## config.mk

```make
export PLATFORM = sky130hd
export DESIGN_NAME = fifo_burst_reader_flat
export DESIGN_NICKNAME = d
export VERILOG_FILES = /design/src/rtl/fifo_rd_pkg.sv /design/src/rtl/fifo_burst_reader_if.sv /design/src/rtl/fifo_rd_skid.sv /design/src/rtl/fifo_burst_reader.sv /design/src/flat_wrapper.sv
export SDC_FILE = /design/constraint.sdc
export NUM_CORES = 1
export LEC_CHECK = 0
export BUFFER_PORTS_ARGS = -buffer_cell sky130_fd_sc_hd__buf_4
export CAP_MARGIN = 20
export CORE_ASPECT_RATIO = 1.75
export CORE_UTILIZATION = 55
export DETAILED_ROUTE_END_ITERATION = 12
export GPL_TIMING_DRIVEN = 0
export MAX_ROUTING_LAYER = met4
export PLACE_DENSITY = 0.8
export SYNTH_ARGS = -nofsm -noshare
export SYNTH_HDL_FRONTEND = slang
export SYNTH_SLANG_ARGS = --single-unit
```

## constraint.sdc

```tcl
create_clock -name rclk -period 3.65 [get_ports rclk]
set_input_delay 0.365 -clock rclk [delete_from_list [all_inputs] [get_ports rclk]]
set_output_delay 0.365 -clock rclk [all_outputs]
set_load 0.05 [all_outputs]
```

## src/rtl/fifo_rd_pkg.sv

```systemverilog
// Shared types and constants for the FIFO burst reader.
// Holds the FSM state type, default widths and the skid depth.
package fifo_rd_pkg;

    localparam int DSIZE_DEF  = 8;
    localparam int LEN_W_DEF  = 8;
    localparam int SUM_W_DEF  = 16;
    localparam int SKID_DEPTH = 2;

    typedef enum logic [1:0] {
        IDLE  = 2'd0,
        READ  = 2'd1,
        DRAIN = 2'd2,
        DONE  = 2'd3
    } rd_state_t;

endpackage

```

## src/rtl/fifo_burst_reader_if.sv

```systemverilog
// FIFO read port plus downstream stream for the burst reader.
// Stream handshake: a word moves on any rising edge where m_valid && m_ready; m_data is held while m_valid && !m_ready.
interface fifo_burst_reader_if #(parameter int DSIZE = 8);

    logic             rempty;
    logic [DSIZE-1:0] rdata;
    logic             rinc;
    logic [DSIZE-1:0] m_data;
    logic             m_valid;
    logic             m_ready;

    modport master (
        input  rempty, rdata, m_ready,
        output rinc, m_data, m_valid
    );

    modport slave (
        output rempty, rdata, m_ready,
        input  rinc, m_data, m_valid
    );

endinterface

```

## src/rtl/fifo_rd_skid.sv

```systemverilog
// Two-entry FIFO-ordered skid buffer between the FIFO pop path and the downstream stream.
// slot0 is always the oldest word and drives m_data directly.
module fifo_rd_skid
    import fifo_rd_pkg::*;
#(
    parameter int DSIZE = DSIZE_DEF
) (
    input  logic             clk,
    input  logic             rst,
    input  logic             push,
    input  logic [DSIZE-1:0] push_data,
    output logic             space,
    output logic [DSIZE-1:0] m_data,
    output logic             m_valid,
    input  logic             m_ready,
    output logic [1:0]       cnt
);

    logic [DSIZE-1:0] slot0;
    logic [DSIZE-1:0] slot1;
    logic             pop;

    assign pop     = m_valid && m_ready;
    assign m_valid = (cnt != 2'd0);
    assign m_data  = slot0;
    // A pop in the same cycle frees a slot, so a full buffer can still accept.
    assign space   = (cnt < 2'(SKID_DEPTH)) || pop;

    always_ff @(posedge clk) begin
        if (rst) begin
            cnt   <= 2'd0;
            slot0 <= '0;
            slot1 <= '0;
        end else begin
            if (pop) begin
                if (push && cnt == 2'd1) slot0 <= push_data;
                else                     slot0 <= slot1;
                if (push && cnt == 2'd2) slot1 <= push_data;
            end else if (push) begin
                if (cnt == 2'd0) slot0 <= push_data;
                else             slot1 <= push_data;
            end
            cnt <= cnt + 2'(push) - 2'(pop);
        end
    end

endmodule

```

## src/rtl/fifo_burst_reader.sv

```systemverilog
// Read-domain burst consumer: pops len words from the FIFO into a skid buffer,
// forwards them downstream and reports count, checksum and a done pulse.
module fifo_burst_reader
    import fifo_rd_pkg::*;
#(
    parameter int DSIZE = DSIZE_DEF,
    parameter int LEN_W = LEN_W_DEF,
    parameter int SUM_W = SUM_W_DEF
) (
    input  logic                rclk,
    input  logic                rrst,
    input  logic                start,
    input  logic [LEN_W-1:0]    len,
    fifo_burst_reader_if.master bus,
    output logic                busy,
    output logic                done,
    output logic [LEN_W-1:0]    rd_count,
    output logic [SUM_W-1:0]    sum,
    output rd_state_t           dbg_state
);

    rd_state_t        state;
    rd_state_t        state_next;
    logic [LEN_W-1:0] remaining;
    logic             space;
    logic             m_valid;
    logic [DSIZE-1:0] m_data;
    logic [1:0]       buf_cnt;
    logic             rinc;
    logic             xfer;

    assign xfer        = m_valid && bus.m_ready;
    assign bus.rinc    = rinc;
    assign bus.m_valid = m_valid;
    assign bus.m_data  = m_data;
    assign dbg_state   = state;

    fifo_rd_skid #(.DSIZE(DSIZE)) u_skid (
        .clk       (rclk),
        .rst       (rrst),
        .push      (rinc),
        .push_data (bus.rdata),
        .space     (space),
        .m_data    (m_data),
        .m_valid   (m_valid),
        .m_ready   (bus.m_ready),
        .cnt       (buf_cnt)
    );

    always_ff @(posedge rclk) begin
        if (rrst) state <= IDLE;
        else      state <= state_next;
    end

    always_comb begin
        state_next = state;
        case (state)
            IDLE:    if (start) state_next = (len != '0) ? READ : DONE;
            READ:    if (rinc && remaining == LEN_W'(1)) state_next = DRAIN;
            // Leave once the last buffered word is accepted downstream.
            DRAIN:   if (buf_cnt == 2'd0 || (buf_cnt == 2'd1 && xfer)) state_next = DONE;
            DONE:    state_next = IDLE;
            default: state_next = IDLE;
        endcase
    end

    always_comb begin
        busy = (state == READ) || (state == DRAIN);
        done = (state == DONE);
        rinc = (state == READ) && !rrst && !bus.rempty && (remaining != '0) && space;
    end

    always_ff @(posedge rclk) begin
        if (rrst) begin
            remaining <= '0;
            rd_count  <= '0;
            sum       <= '0;
        end else if (state == IDLE && start) begin
            remaining <= len;
            rd_count  <= '0;
            sum       <= '0;
        end else begin
            if (rinc) remaining <= remaining - LEN_W'(1);
            if (xfer) begin
                rd_count <= rd_count + LEN_W'(1);
                sum      <= sum + SUM_W'(m_data);
            end
        end
    end

endmodule

```

## src/flat_wrapper.sv

```systemverilog
// flat-port wrapper written by rule: the top's interface ports become plain ports
module fifo_burst_reader_flat import fifo_rd_pkg::*;
#(
    parameter int DSIZE = DSIZE_DEF,
    parameter int LEN_W = LEN_W_DEF,
    parameter int SUM_W = SUM_W_DEF
)
  (rclk, rrst, start, len, busy, done, rd_count, sum, dbg_state, bus_rempty, bus_rdata, bus_m_ready, bus_rinc, bus_m_data, bus_m_valid);
  fifo_burst_reader_if #(.DSIZE(DSIZE)) bus_i ();
  input  logic rclk;
  input  logic rrst;
  input  logic start;
  input  logic [LEN_W-1:0] len;
  output logic busy;
  output logic done;
  output logic [LEN_W-1:0] rd_count;
  output logic [SUM_W-1:0] sum;
  output rd_state_t dbg_state;
  input wire logic [$bits(bus_i.rempty)-1:0] bus_rempty;
  input wire logic [$bits(bus_i.rdata)-1:0] bus_rdata;
  input wire logic [$bits(bus_i.m_ready)-1:0] bus_m_ready;
  output wire logic [$bits(bus_i.rinc)-1:0] bus_rinc;
  output wire logic [$bits(bus_i.m_data)-1:0] bus_m_data;
  output wire logic [$bits(bus_i.m_valid)-1:0] bus_m_valid;
  assign bus_i.rempty = bus_rempty;
  assign bus_i.rdata = bus_rdata;
  assign bus_i.m_ready = bus_m_ready;
  assign bus_rinc = bus_i.rinc;
  assign bus_m_data = bus_i.m_data;
  assign bus_m_valid = bus_i.m_valid;
  fifo_burst_reader #(.DSIZE(DSIZE), .LEN_W(LEN_W), .SUM_W(SUM_W)) u_core (.rclk(rclk), .rrst(rrst), .start(start), .len(len), .bus(bus_i), .busy(busy), .done(done), .rd_count(rd_count), .sum(sum), .dbg_state(dbg_state));
endmodule
```

==> flow_summary.ini <==
[synthesis]
synth.largest_area_cell = dfxtp_1
ys_types = 53
ys_ff_latch = 52
ys_top_cells_by_area = dfxtp_1, ha_1, nor2_1
yosysSeqAreaShare = 0.3693
synthCells = 313
netlist_area_um2 = 2819
synth.avg_cell_area_um2 = 9.006
ys_warn_count = 0
synth_top_area_share = 0.3693
synthArstFlopShare = 0
syn_nets = 354
synth_edf_count = 0
synthFlopType = dfxtp_1

[global_routing]
grt-ovfl-total = 0
grt_pass1_vias = 2350
grt_pass1_wl_um = 10670
antenna_found_initial = 0
gr-usage-met3 = 0.03743
grtUsageTotal = 0.2515
globalRoute.busiestLayer = met2
met2_usage = 0.4405
grt_max_degree = 16
use_met1 = 0.2828

[min_path]
min_from = bus_rdata[1]
min_to = u_core.u_skid.slot1[1]
min_path_cells = 3
holdCritPathClass = in2reg

[floorplanning]
die_area_um2 = 5427
rows = 34
start_util = 0.5712
io_pins = 59
dieHeight_um = 96.71
die_width_um = 56.12
core-area_um2 = 4935

[clock_network]
cts_hold_buf = 0
cts_sinks = 52
cts_setup_buffers = 0
insertion_delay_ns = 0.31
postCtsResizedCells = 0
h-tree-depth = 2
cts-buffers-inserted = 5
root_buffer = clkbuf_8
cts_tree = built
clkTransAtPathRegs_ns = 0.09
cts_max_path_buffers = 2

[cells_and_area]
filler_cell_count = 429
final_layout_size_suffix_gt1_frac = 0.2032
diodes = 0
layout_commonest_cell = buf_4
synthToLayoutAreaGrowth_pct = 21.66
nNetsFinal = 419
mostFrequentLayoutCells = buf_4, dfxtp_1, nor2_1

[setup_path]
cp-start-kind = register
r2r-end = u_core.u_skid.slot1[6]
r2r_start = u_core.dbg_state[1]
worst_ep_arrival_time_ns = 3.37
critPathKind = reg2reg
slowest_delay_ns = 0.50
path_delay_family = simple AND/OR/NAND/NOR gates
worstRegToRegCells = 10
crit_path_end_kind = register
path_cells = inv_1 > ha_1 > or3b_4 > a31oi_4 > nand2_1 > ha_1 > or4_4 > o32ai_4 > mux2i_1 > nor2_1
crit_top_cell = ha_1
path_max_fanout = 9
crit_path_top_delay_cell = or4_4
path_buf_inv = 1
crit_required_ns = 3.84
r2r_setup_slack_ns = 0.47

[sta]
setup_viol = 0
period_share = 0.8722
fmax_mhz = 314.1
drv_slew = 0
hold_viol_final = 0
setup_tns_ns = 0
worst_pin_slew_ns = 0.5865
min_period_ns = 3.183
finClkSkew_ns = 0.003612
rsz0062_at_grt = false
slew_headroom = 0.6090
timing.final.ws_setup_ns = 0.4666

[placement]
port_buffers = 58
hpwl_um = 4977
place_ws_ns = 0.4766
gp_congestion = 0.8839

[route]
ant_nets = 0
drt_iter0_markers = 65
vias = 2530
viasPerCell = 5.843
routed_wl_um = 6443
drc = 0
dr.pass1.iters = 4
routedWlPerCell_um = 14.88

[power_and_ir_drop]
power_density_nw_per_um2 = 680.4
leakage_nw = 1.424
irDropWorstVdd_mv = 0.7055

[run]
cap_viol_max_count = 0

[run_status]
status = finished, final reports clean
worst max path at each step:
stage                                    from                endpoint  cells after the start
after floorplan           u_core.dbg_state[0]  u_core.u_skid.slot1[0]                      9
final                     u_core.dbg_state[1]  u_core.u_skid.slot1[6]                     10
after global placement    u_core.dbg_state[1]  u_core.u_skid.slot1[4]                     10
after CTS                 u_core.dbg_state[1]  u_core.u_skid.slot1[6]                     10
after global routing      u_core.dbg_state[1]  u_core.u_skid.slot1[1]                     10
after detailed placement  u_core.dbg_state[1]  u_core.u_skid.slot1[5]                     10
synthesized netlist by cell type, drive strengths merged, types with 6 or more instances:
cell    instances
a21oi          15
or4             6
nand2          22
inv             9
ha             19
nand3          12
a211oi         18
clkbuf          7
dfxtp          52
nor2           47
o21ai           8
xnor2           9
xor2           13
mux2i          16
cell families (layout without fill, tap and decap cells):
family | Yosys count | in the layout | share of synthesized area
xor+xnor | 22 | 22 | 0.06836
compound gates | 67 | 67 | 0.1802
simple gates | 116 | 116 | 0.2015
mux | 17 | 17 | 0.06081
fa+ha+maj | 20 | 20 | 0.09143
flops | 52 | 52 | 0.3693
buf+inv | 19 | 85 | 0.02841
per-stage QoR:
| stage | total power (W) | util | area [um^2] | hold slack, ns | instances |
|---|---|---|---|---|---|
| detailed placement | 0.001941 | 0.6732 | 3322 | 0.4779 | 425 |
| global route | 0.002466 | 0.6950 | 3430 | 0.3058 | 433 |
| CTS | 0.002336 | 0.6950 | 3430 | 0.2946 | 433 |
| global placement | 0.001911 | 0.6732 | 3322 | 0.4605 | 425 |
| floorplan | 0.001641 | - | 2819 | 0.4601 | 313 |
| finish | 0.002333 | 0.6950 | 3430 | 0.2955 | 433 |
area by class of cell:
| cell class | count | area (um^2) | share of cell area |
|---|---|---|---|
| inverters | 10 | 37.54 | 0.01094 |
| clock buffers | 6 | 72.57 | 0.02116 |
| repair buffers | 58 | 435.4 | 0.1270 |
| plain buffers | 9 | 42.54 | 0.01240 |
| flip-flops and latches | 52 | 1041 | 0.3035 |
| well taps | 54 | 67.56 | 0.01970 |
| multi-input cells | 242 | 1698 | 0.4951 |
| clock inverters | 2 | 35.03 | 0.01022 |
sequential cells by signal, summed over array words and instances (netlist names):
register / cells
u_core.sum: 16
u_core.rd_count: 8
u_core.dbg_state: 2
u_core.remaining: 8
u_core.u_skid.slot1: 8
u_core.u_skid.m_data: 8
u_core.u_skid.cnt: 2
power by group:
| part | switching [W] | total [W] | internal [W] |
|---|---|---|---|
| Combinational | 0.000753 | 0.00116 | 0.000407 |
| Clock | 0.000195 | 0.000399 | 0.000204 |
| Sequential | 0.000110 | 0.000774 | 0.000664 |
| Total | 0.00106 | 0.00233 | 0.00127 |
worst min-delay path, stage by stage:
cell	delay [ns]
buf_4	0.08
mux2i_1	0.05
nor2_1	0.07
per-layer routing:
metal / vias up / part of all wire
li1: 1261 / -
met1: 1205 / 0.42
met2: 52 / 0.53
met3: 12 / 0.029
met4: 0 / 0.021
met5: - / 0
No activity file was read; power rests on OpenSTA's default activity.
